[src/rtl/pipeline_sequencer_if.sv]
// Handshake/bus bundle between fetch/hazard control and the stage register chain.
// Parameters must match the attached pipeline_sequencer instance.
interface pipeline_sequencer_if #(
  parameter int NUM_STAGES = 4,
  parameter int PAYLOAD_W  = 64
);
  localparam int FLUSH_W = (NUM_STAGES > 1) ? $clog2(NUM_STAGES) : 1;

  logic                          enable;
  logic                          in_valid;
  logic [PAYLOAD_W-1:0]          in_payload;
  logic                          in_ready;
  logic [NUM_STAGES-1:0]         stall_req;
  logic                          flush_req;
  logic [FLUSH_W-1:0]            flush_stage;
  logic [NUM_STAGES-1:0]         stage_valid;
  logic [NUM_STAGES*PAYLOAD_W-1:0] stage_payload;

  modport master (
    output enable, in_valid, in_payload,
    output stall_req, flush_req, flush_stage,
    input  in_ready, stage_valid, stage_payload
  );

  modport slave (
    input  enable, in_valid, in_payload,
    input  stall_req, flush_req, flush_stage,
    output in_ready, stage_valid, stage_payload
  );
endinterface

[src/rtl/pipeline_sequencer.sv]
// In-order stage register chain with valid bits, stall/bubble and branch flush.
// PIPE_PERF_CNT_EN adds saturating stall_cycles / flush_kills counters.
module pipeline_sequencer #(
  parameter int NUM_STAGES = 4,
  parameter int PAYLOAD_W  = 64
) (
  input  logic clk,
  input  logic rst,
  pipeline_sequencer_if.slave bus
`ifdef PIPE_PERF_CNT_EN
  ,
  output logic [31:0] stall_cycles,
  output logic [31:0] flush_kills
`endif
);

  localparam int FW = (NUM_STAGES > 1) ? $clog2(NUM_STAGES) : 1;
  localparam logic [FW-1:0] LAST = FW'(NUM_STAGES - 1);

  logic [NUM_STAGES-1:0] valid_q, valid_d;
  logic [NUM_STAGES-1:0][PAYLOAD_W-1:0] pay_q, pay_d;
  logic [NUM_STAGES-1:0] es, hold;
  logic [FW-1:0] fcl;

  // hold[i]: some stage at or older than i is stalled
  always_comb begin
    es = bus.stall_req & valid_q;
    hold = '0;
    hold[NUM_STAGES-1] = es[NUM_STAGES-1];
    for (int i = NUM_STAGES - 2; i >= 0; i--) begin
      hold[i] = hold[i+1] | es[i];
    end
    fcl = (bus.flush_stage >= LAST) ? LAST : bus.flush_stage;
  end

  always_comb begin
    valid_d = valid_q;
    pay_d   = pay_q;
    if (bus.enable) begin
      if (bus.flush_req) begin
        valid_d[0] = 1'b0;
        pay_d[0]   = '0;
      end else if (!hold[0]) begin
        valid_d[0] = bus.in_valid;
        pay_d[0]   = bus.in_valid ? bus.in_payload : '0;
      end
      for (int i = 1; i < NUM_STAGES; i++) begin
        if (bus.flush_req) begin
          if (FW'(i) <= fcl) begin
            valid_d[i] = 1'b0;
            pay_d[i]   = '0;
          end else begin
            valid_d[i] = valid_q[i-1];
            pay_d[i]   = pay_q[i-1];
          end
        end else if (!hold[i]) begin
          if (hold[i-1]) begin
            valid_d[i] = 1'b0;
            pay_d[i]   = '0;
          end else begin
            valid_d[i] = valid_q[i-1];
            pay_d[i]   = pay_q[i-1];
          end
        end
      end
    end
  end

  always_ff @(posedge clk) begin
    if (!rst) begin
      valid_q <= '0;
      pay_q   <= '0;
    end else begin
      valid_q <= valid_d;
      pay_q   <= pay_d;
    end
  end

  assign bus.in_ready      = bus.enable & (~hold[0] | bus.flush_req);
  assign bus.stage_valid   = valid_q;
  assign bus.stage_payload = pay_q;

`ifdef PIPE_PERF_CNT_EN
  logic [31:0] stall_cnt_q, kill_cnt_q;
  logic [31:0] kills;
  logic [32:0] kill_sum;
  logic        stall_inc;

  // valid stages strictly younger than the branch are the ones killed
  always_comb begin
    kills = '0;
    for (int j = 0; j < NUM_STAGES - 1; j++) begin
      if (FW'(j) < fcl) kills = kills + 32'(valid_q[j]);
    end
    kill_sum  = {1'b0, kill_cnt_q} + {1'b0, kills};
    stall_inc = bus.enable & hold[0] & ~bus.flush_req;
  end

  always_ff @(posedge clk) begin
    if (!rst) begin
      stall_cnt_q <= '0;
      kill_cnt_q  <= '0;
    end else begin
      if (stall_inc && stall_cnt_q != '1) begin
        stall_cnt_q <= stall_cnt_q + 32'd1;
      end
      if (bus.enable && bus.flush_req) begin
        kill_cnt_q <= kill_sum[32] ? '1 : kill_sum[31:0];
      end
    end
  end

  assign stall_cycles = stall_cnt_q;
  assign flush_kills  = kill_cnt_q;
`endif

endmodule
[src/flat_wrapper.sv]
// flat-port wrapper written by rule: the top's interface ports become plain ports
module pipeline_sequencer_flat 
#(
  parameter int NUM_STAGES = 4,
  parameter int PAYLOAD_W  = 64
)
  (clk, rst, bus_enable, bus_in_valid, bus_in_payload, bus_stall_req, bus_flush_req, bus_flush_stage, bus_in_ready, bus_stage_valid, bus_stage_payload);
  pipeline_sequencer_if #(.NUM_STAGES(NUM_STAGES), .PAYLOAD_W(PAYLOAD_W)) bus_i ();
  input  logic clk;
  input  logic rst;
  input wire logic [$bits(bus_i.enable)-1:0] bus_enable;
  input wire logic [$bits(bus_i.in_valid)-1:0] bus_in_valid;
  input wire logic [$bits(bus_i.in_payload)-1:0] bus_in_payload;
  input wire logic [$bits(bus_i.stall_req)-1:0] bus_stall_req;
  input wire logic [$bits(bus_i.flush_req)-1:0] bus_flush_req;
  input wire logic [$bits(bus_i.flush_stage)-1:0] bus_flush_stage;
  output wire logic [$bits(bus_i.in_ready)-1:0] bus_in_ready;
  output wire logic [$bits(bus_i.stage_valid)-1:0] bus_stage_valid;
  output wire logic [$bits(bus_i.stage_payload)-1:0] bus_stage_payload;
  assign bus_i.enable = bus_enable;
  assign bus_i.in_valid = bus_in_valid;
  assign bus_i.in_payload = bus_in_payload;
  assign bus_i.stall_req = bus_stall_req;
  assign bus_i.flush_req = bus_flush_req;
  assign bus_i.flush_stage = bus_flush_stage;
  assign bus_in_ready = bus_i.in_ready;
  assign bus_stage_valid = bus_i.stage_valid;
  assign bus_stage_payload = bus_i.stage_payload;
  pipeline_sequencer #(.NUM_STAGES(NUM_STAGES), .PAYLOAD_W(PAYLOAD_W)) u_core (.clk(clk), .rst(rst), .bus(bus_i));
endmodule
[config.mk]
export PLATFORM = sky130hd
export DESIGN_NAME = pipeline_sequencer_flat
export DESIGN_NICKNAME = d
export VERILOG_FILES = /design/src/rtl/pipeline_sequencer_if.sv /design/src/rtl/pipeline_sequencer.sv /design/src/flat_wrapper.sv
export SDC_FILE = /design/constraint.sdc
export NUM_CORES = 1
export LEC_CHECK = 0
export CAP_MARGIN = 30
export CORE_MARGIN = 5
export CORE_UTILIZATION = 35
export DETAILED_ROUTE_END_ITERATION = 10
export GPL_ROUTABILITY_DRIVEN = 0
export PLACE_DENSITY = 0.66
export SYNTH_ARGS = -nofsm -noshare
export SYNTH_HDL_FRONTEND = slang
export SYNTH_SLANG_ARGS = --single-unit
[constraint.sdc]
create_clock -name clk -period 3.74 [get_ports clk]
set_input_delay 0.935 -clock clk [delete_from_list [all_inputs] [get_ports clk]]
set_output_delay 0.935 -clock clk [all_outputs]
set_load 0.05 [all_outputs]
Yosys cells after proc, flatten, opt, wreduce, memory -nomap -nowiden
Index checks and enable logic that the tools add are counted.
{"block": "op_classes", "bitwise": 7, "n_mux": 30, "reduce_logical": 4, "magnitude_cmp": 4, "n_eq_ne": 4}
{"operator": "two-way mux 64 bit", "count": 15}
{"operator": "two-way mux 1 bit", "count": 14}
{"operator": "inequality test 2 bit (second input constant)", "count": 4}
{"operator": "AND reduction 2 bit", "count": 4}
{"operator": "AND 4 bit", "count": 1}
{"operator": "<= comparator 2 bit (first input constant)", "count": 2}
{"operator": "OR 1 bit", "count": 4}
{"operator": ">= comparator 2 bit (second input constant)", "count": 1}
{"operator": "<= comparator 1 x 2 -> 1 bit (first input constant)", "count": 1}
{"operator": "two-way mux 2 bit", "count": 1}
{"operator": "AND 1 bit", "count": 1}
{"operator": "inverter 1 bit", "count": 1}
{"block": "word_totals", "wordCells": 57, "output_inout_bits": 261, "in_bits": 75, "register_bits": 260}

Depth between registers and ports, before layout
{"block": "logic_depth", "ltp_word": 7, "ltp_mapped": 6, "ltp_nobuf": 3}

Worst setup path before layout
OpenSTA, ideal clock, no wires.
{"block": "synth_timing", "kind": "input to output", "start": "input bus_stall_req[2]", "end": "output bus_in_ready", "path_slack_ns": 1.012, "t_arrival_ns": 1.793, "required_time_ns": 2.805, "n_path_buf": 0, "stages": 3, "path_cell_list": "a22o_4 a21oi_1 o21a_1"}
{"block": "synth_between", "elab_chain_len": 7}
{"element": "start: declaration", "line": "flat_wrapper.sv:14", "text": "input wire logic [$bits(bus_i.stall_req)-1:0] bus_stall_req;"}
{"element": "AND 4 bit", "line": "pipeline_sequencer.sv:27", "text": "es = bus.stall_req & valid_q;"}
{"element": "OR 1 bit (3 in series)", "line": "pipeline_sequencer.sv:31", "text": "hold[i] = hold[i+1] | es[i];"}
{"element": "inverter 1 bit", "line": "pipeline_sequencer.sv:79", "text": "assign bus.in_ready = bus.enable & (~hold[0] | bus.flush_req);"}
{"element": "OR 1 bit", "line": "pipeline_sequencer.sv:79"}
{"element": "AND 1 bit", "line": "pipeline_sequencer.sv:79"}
{"element": "end: declaration", "line": "flat_wrapper.sv:17", "text": "output wire logic [$bits(bus_i.in_ready)-1:0] bus_in_ready;"}
Every way passes these cells.

Worst setup path after layout
Same ends and word-level chain as after synthesis.

==> metrics.csv <==
stage,metric,value,unit
clock_network,CTS buffer count,28,
critical_path,CP max stage cell,clkdlybuf4s50_1,
timing,Rel. slew slack,0.418,
critical_path,CP Data Arrival Time,2.24,ns
power_and_ir_drop,PD cells,446,mW/mm^2
global_routing,largest net degree at the start of global routing,72,
placement,Placed Instances,1373,
timing,post-route setup TNS,0,ns
routing,# DRC,0,
timing,worst setup margin,0.569,ns
floorplan,core area,0.0253,mm^2
global_routing,initial antenna violation count,2,
cells_and_area,layout cells sized above 1,0.124,
timing,final worst path period share,0.848,
synth,"EDFF count, synth",0,
run,max cap viols,0,
critical_path,crit path cell chain,clkdlybuf4s50_1 > a22o_4 > a21oi_1 > o21a_1 > buf_12,
cells_and_area,Area Growth Syn to Fin,49.8,%
routing,final WL,31.0,mm
routing,DRT Pass-1 Iters,5,
synth,syn_area_per_cell,11.6,um^2
cells_and_area,final net count,1148,
routing,Vias/cell,5.56,
timing,actual slew at the worst max-slew pin,0.873,ns
timing,Tmin final,3.17,ns
clock_network,Resized cells post-CTS,0,
floorplan,total die area,0.0290,mm^2
power_and_ir_drop,leak pwr,4.51,nW
timing,fmax,0.315,GHz
synth,Syn Inst Count,776,
placement,DP HPWL,20.4,mm
clock_network,H-tree depth,1,
floorplan,die height,170,um
routing,detailed-route via count,7918,
critical_path,worst-path maximum fanout,3,
cells_and_area,fin util,0.533,
critical_path,crit start category,input pin,
timing,Clock Skew,0.00851,ns
timing,final hold vios,0,
power_and_ir_drop,VDD IR max,0.303,mV
global_routing,aggregate global routing overflow,0,
critical_path,Top delay family on crit path,compound AO/OA/AOI/OAI gates,
routing,number of routed nets with antenna violations,0,
global_routing,total track usage,0.203,
floorplan,Boundary Pins,336,
synth,fraction of registers with async set or reset after synthesis,0,
synth,Synthesized Nets,851,
clock_network,TritonCTS clock tree,built,
synth,post-synthesis cell type count,35,
placement,IO buf count,335,
timing,unrepaired setup endpoints after global routing,false,
timing,final setup violation count,0,
synth,Synth Cell Area,0.00899,mm^2
clock_network,postcts setup bufs,0,
synth,ys flop type,dfxtp_1,
routing,drt initial violations,535,
clock_network,clock tree sinks,260,
timing,"Slew Viols, Final",0,
global_routing,global-route wire length before repair,47.6,mm
floorplan,DIE WIDTH,170,um
synth,Yosys reg bits,260,
floorplan,Site Rows,58,
synth,synth warn,0,
global_routing,vias in the first global route,7890,
min_path,Worst Hold Class,reg2reg,
clock_network,hold-fix buffers at CTS,0,
clock_network,root buf cell,clkbuf_16,
floorplan,starting density of the core,0.356,
synth,sequential area share after synthesis,0.579,
critical_path,WP data required,2.80,ns
critical_path,Crit path largest cell delay,0.47,ns
routing,drt wl/cell,21.7,um
status,status,"finished, final reports clean",
critical_path,WP buf/inv,2,
placement,Placement Setup Slack,0.591,ns
power_and_ir_drop,Power Total,0.00600,W
clock_network,"CTS clk-pin slew, worst paths",0.06,ns
cells_and_area,fin cells,1424,
critical_path,Crit. End Element,output port,
critical_path,kind of critical path,in2out,
clock_network,Longest Clk Path Bufs,3,
clock_network,worst-skew pair later-pin latency,0.53,ns
-- tightest hold or removal path: cells and delay by family, from the launching register on --
| kind | cells | cell delay (ns) |
|---|---|---|
| AND/OR/NAND/NOR | 1 | 0.06 |
| AO/OA/AOI/OAI | 1 | 0.05 |
| flip-flops | 1 | 0.31 |
-- logic make-up after synthesis --
family,synth area share
AO/OA/AOI/OAI,0.285
buffers and inverters,0.0525
flip-flops,0.579
AND/OR/NAND/NOR,0.0835
-- sequential cells by signal (all words and copies together) (netlist names) --
name / count
u_core.bus.stage_payload: 256
u_core.bus.stage_valid: 4
-- worst paths after layout --
check	from	slack [ns]	cells after the start	endpoint
setup / recovery	bus_stall_req[2]	0.57	5	bus_in_ready
hold / removal	u_core.bus.stage_payload[50]	0.47	2	u_core.bus.stage_payload[50]
setup reg to reg	u_core.bus.stage_valid[2]	1.84	4	u_core.bus.stage_payload[35]
hold reg to reg	u_core.bus.stage_payload[50]	0.47	2	u_core.bus.stage_payload[50]
-- routing by layer --
layer | vias to the layer above | GRT usage | part of all wire
li1 | 3640 | - | -
met4 | 0 | 0.0573 | 0.030
met5 | - | 0 | 0
met2 | 345 | 0.330 | 0.46
met1 | 3881 | 0.264 | 0.42
met3 | 52 | 0.0581 | 0.089
-- placed cells by master (no fill, tap or decap), drive strengths merged, types with 5 or more instances in the layout --
cell,n
a21oi,5
a22o,65
a32o,65
buf,26
clkbuf,38
clkdlybuf4s50,332
clkinv,8
dfxtp,260
nand3,128
o2bb2ai,129
-- synth_stat cells, types with 2 or more instances --
cell type | number | area [um^2]
a21oi_1 | 5 | 25.0
a22o_1 | 10 | 87.6
a22o_2 | 54 | 541
a22oi_1 | 2 | 15.0
a31oi_1 | 2 | 12.5
a32o_1 | 65 | 651
and2_1 | 2 | 12.5
and3_1 | 3 | 18.8
buf_1 | 9 | 33.8
buf_2 | 14 | 70.1
buf_6 | 13 | 146
clkbuf_1 | 54 | 203
dfxtp_1 | 260 | 5200
inv_1 | 3 | 11.3
nand2_1 | 3 | 11.3
nand3_1 | 128 | 641
nand3b_1 | 2 | 15.0
o21ai_0 | 2 | 10.0
o2bb2ai_1 | 129 | 1130
-- report_power, final --
| part | leakage [nW] | switching, W | total, W | internal (W) |
|---|---|---|---|---|
| Combinational | 1.97 | 0.000328 | 0.000489 | 0.000160 |
| Sequential | 2.10 | 0.0000210 | 0.00281 | 0.00279 |
| Clock | 0.446 | 0.00109 | 0.00270 | 0.00161 |
| Total | 4.51 | 0.00144 | 0.00600 | 0.00456 |
-- cell type report --
cell class	count	area, um^2
fillers	2263	11800
inverters	3	11.3
clock buffers	38	790
diodes	2	5.00
flip-flops and latches	260	5200
well taps	330	413
repair buffers	358	3550
clock inverters	11	111
multi-input cells	422	3370
-- through the flow --
step | cell area (um^2) | hold WS (ns)
after floorplan | 8990 | 0.697
after global placement | 12600 | 0.458
after detailed placement | 12600 | 0.458
after CTS | 13500 | 0.472
after global routing | 13500 | 0.487
final | 13500 | 0.472
(Power assumes the default switching activity.)
==> edit (config.mk and constraints unchanged) <==
`PAYLOAD_W` is set to 64 in 3 places; all go to 128.
--- a/src/rtl/pipeline_sequencer_if.sv
+++ b/src/rtl/pipeline_sequencer_if.sv
@@ -2,7 +2,7 @@
 // Parameters must match the attached pipeline_sequencer instance.
 interface pipeline_sequencer_if #(
   parameter int NUM_STAGES = 4,
-  parameter int PAYLOAD_W  = 64
+  parameter int PAYLOAD_W  = 128
 );
   localparam int FLUSH_W = (NUM_STAGES > 1) ? $clog2(NUM_STAGES) : 1;
 
--- a/src/rtl/pipeline_sequencer.sv
+++ b/src/rtl/pipeline_sequencer.sv
@@ -2,7 +2,7 @@
 // PIPE_PERF_CNT_EN adds saturating stall_cycles / flush_kills counters.
 module pipeline_sequencer #(
   parameter int NUM_STAGES = 4,
-  parameter int PAYLOAD_W  = 64
+  parameter int PAYLOAD_W  = 128
 ) (
   input  logic clk,
   input  logic rst,
--- a/src/flat_wrapper.sv
+++ b/src/flat_wrapper.sv
@@ -2,7 +2,7 @@
 module pipeline_sequencer_flat 
 #(
   parameter int NUM_STAGES = 4,
-  parameter int PAYLOAD_W  = 64
+  parameter int PAYLOAD_W  = 128
 )
   (clk, rst, bus_enable, bus_in_valid, bus_in_payload, bus_stall_req, bus_flush_req, bus_flush_stage, bus_in_ready, bus_stage_valid, bus_stage_payload);
   pipeline_sequencer_if #(.NUM_STAGES(NUM_STAGES), .PAYLOAD_W(PAYLOAD_W)) bus_i ();
Interface: changed (resized bus_in_payload and bus_stage_payload); port bits go from 336 to 656. No check against the original RTL was run, so the function may have changed too.
==> edit against the unedited design <==
- critical path depth unchanged
- via count grew 94%
- non-clock buffer count up 331
- setup slack worse by 0.11 ns
- synthesized area up 90%
- register-to-register slack worse by 0.16 ns
- cell area increased by 93%
- sequential cell count up 256
- core utilization is 0.067 points higher
- total power rose by 93%
- fmax fell by 3.3%
- combinational power increased by 80%
- routed wire length is 120% higher
==> edit: results (changes against the unedited design) <==
| Metric | Value |
|---|---|
| Status | finished clean (unchanged) |
| Peak supply drop | 466 uV (was 303 uV) |
| H-Tree Depth | 2 (was 1) |
| LEAKAGE | 8.69 nW (was 4.51 nW) |
| Max FFs per register | 512 (was 256) |
| Worst Tran Pin Value | 1.00 ns (was 0.873 ns) |
| Fillers | 4289 (was 2263) |
| PortBufs | 655 (was 335) |
| Drt initial violations | 1100 (was 535) |
| Critical path's largest stage delay | 0.52 ns (was 0.47 ns) |
| CP arrival | 2.34 ns (was 2.24 ns) |
| Place WS | 0.491 ns (was 0.591 ns) |
| Layout cells sized above 1 | 5.98% (was 12.4%) |
| Pre-antenna DRT Iters | 6 (was 5) |
| Setup Skew | 0.00979 ns (was 0.00851 ns) |
| First-pass GRT wire length | 100000 um (was 47600 um) |
| Synth area leaders | dfxtp_1 (60%), o2bb2ai_1 (13%), a32o_1 (7.5%) (was dfxtp_1 (58%), o2bb2ai_1 (13%), a32o_1 (7.2%)) |
| Via count | 15348 (was 7918) |
| Synth Area in Compound Gates | 28.2% (was 28.5%) |
| Syn_nets | 1631 (was 851) |
| Initial antenna violation count | 10 (was 2) |
| Crit-path max FO | 6 (was 3) |
| Seq/Total Area, Yosys | 60.4% (was 57.9%) |
| Post-synth cell types | 31 (was 35) |
| Final #Nets | 2205 (was 1148) |
| Detailed Route WL | 68400 um (was 31000 um) |
[edit: worst max-delay path, delay by kind of cell]
kind	cells	cell delay, ns
AO/OA/AOI/OAI	1	0.43
buffers and inverters	2	0.69
AND/OR/NAND/NOR	2	0.29
[edit: power breakdown]
part,switching [mW],internal [mW]
clock network,2.18,2.96
logic,0.583,0.295
registers,0.0427,5.54
[edit: stage by stage]
| stage | cell area, um2 | instances | hold WS, ns |
|---|---|---|---|
| floorplan | 17100 | 1492 | 0.679 |
| global placement | 24300 | 2632 | 0.451 |
| detailed placement | 24300 | 2632 | 0.453 |
| CTS | 26000 | 2730 | 0.462 |
| global route | 26000 | 2732 | 0.483 |
| finish | 26000 | 2733 | 0.462 |
[edit: routing by layer]
metal | track usage (%) | vias up | part of all wire [%]
met1 | 28.7 | 7522 | 39
met5 | 0 | - | 0.14
met2 | 39.6 | 745 | 47
li1 | - | 6917 | -
met3 | 9.04 | 150 | 9.7
met4 | 9.25 | 14 | 4.1
[edit: worst paths after layout]
check	from	to	slack, ns	depth (start not counted)
min reg2reg	u_core.bus.stage_payload[45]	u_core.bus.stage_payload[173]	0.46	2
max reg2reg	u_core.bus.stage_valid[3]	u_core.bus.stage_payload[422]	1.68	4
min	u_core.bus.stage_payload[45]	u_core.bus.stage_payload[173]	0.46	2
max	bus_stall_req[1]	bus_in_ready	0.46	5
[edit: layout make-up]
type	count	area (um2)	area share, %
flip-flops and latches	516	10300	39.8
well taps	622	778	3.00
multi-input cells	802	6110	23.5
clock buffers	82	1570	6.04
diodes	3	7.51	0.0289
clock inverters	16	124	0.477
inverters	3	11.3	0.0434
repair buffers	689	7040	27.1
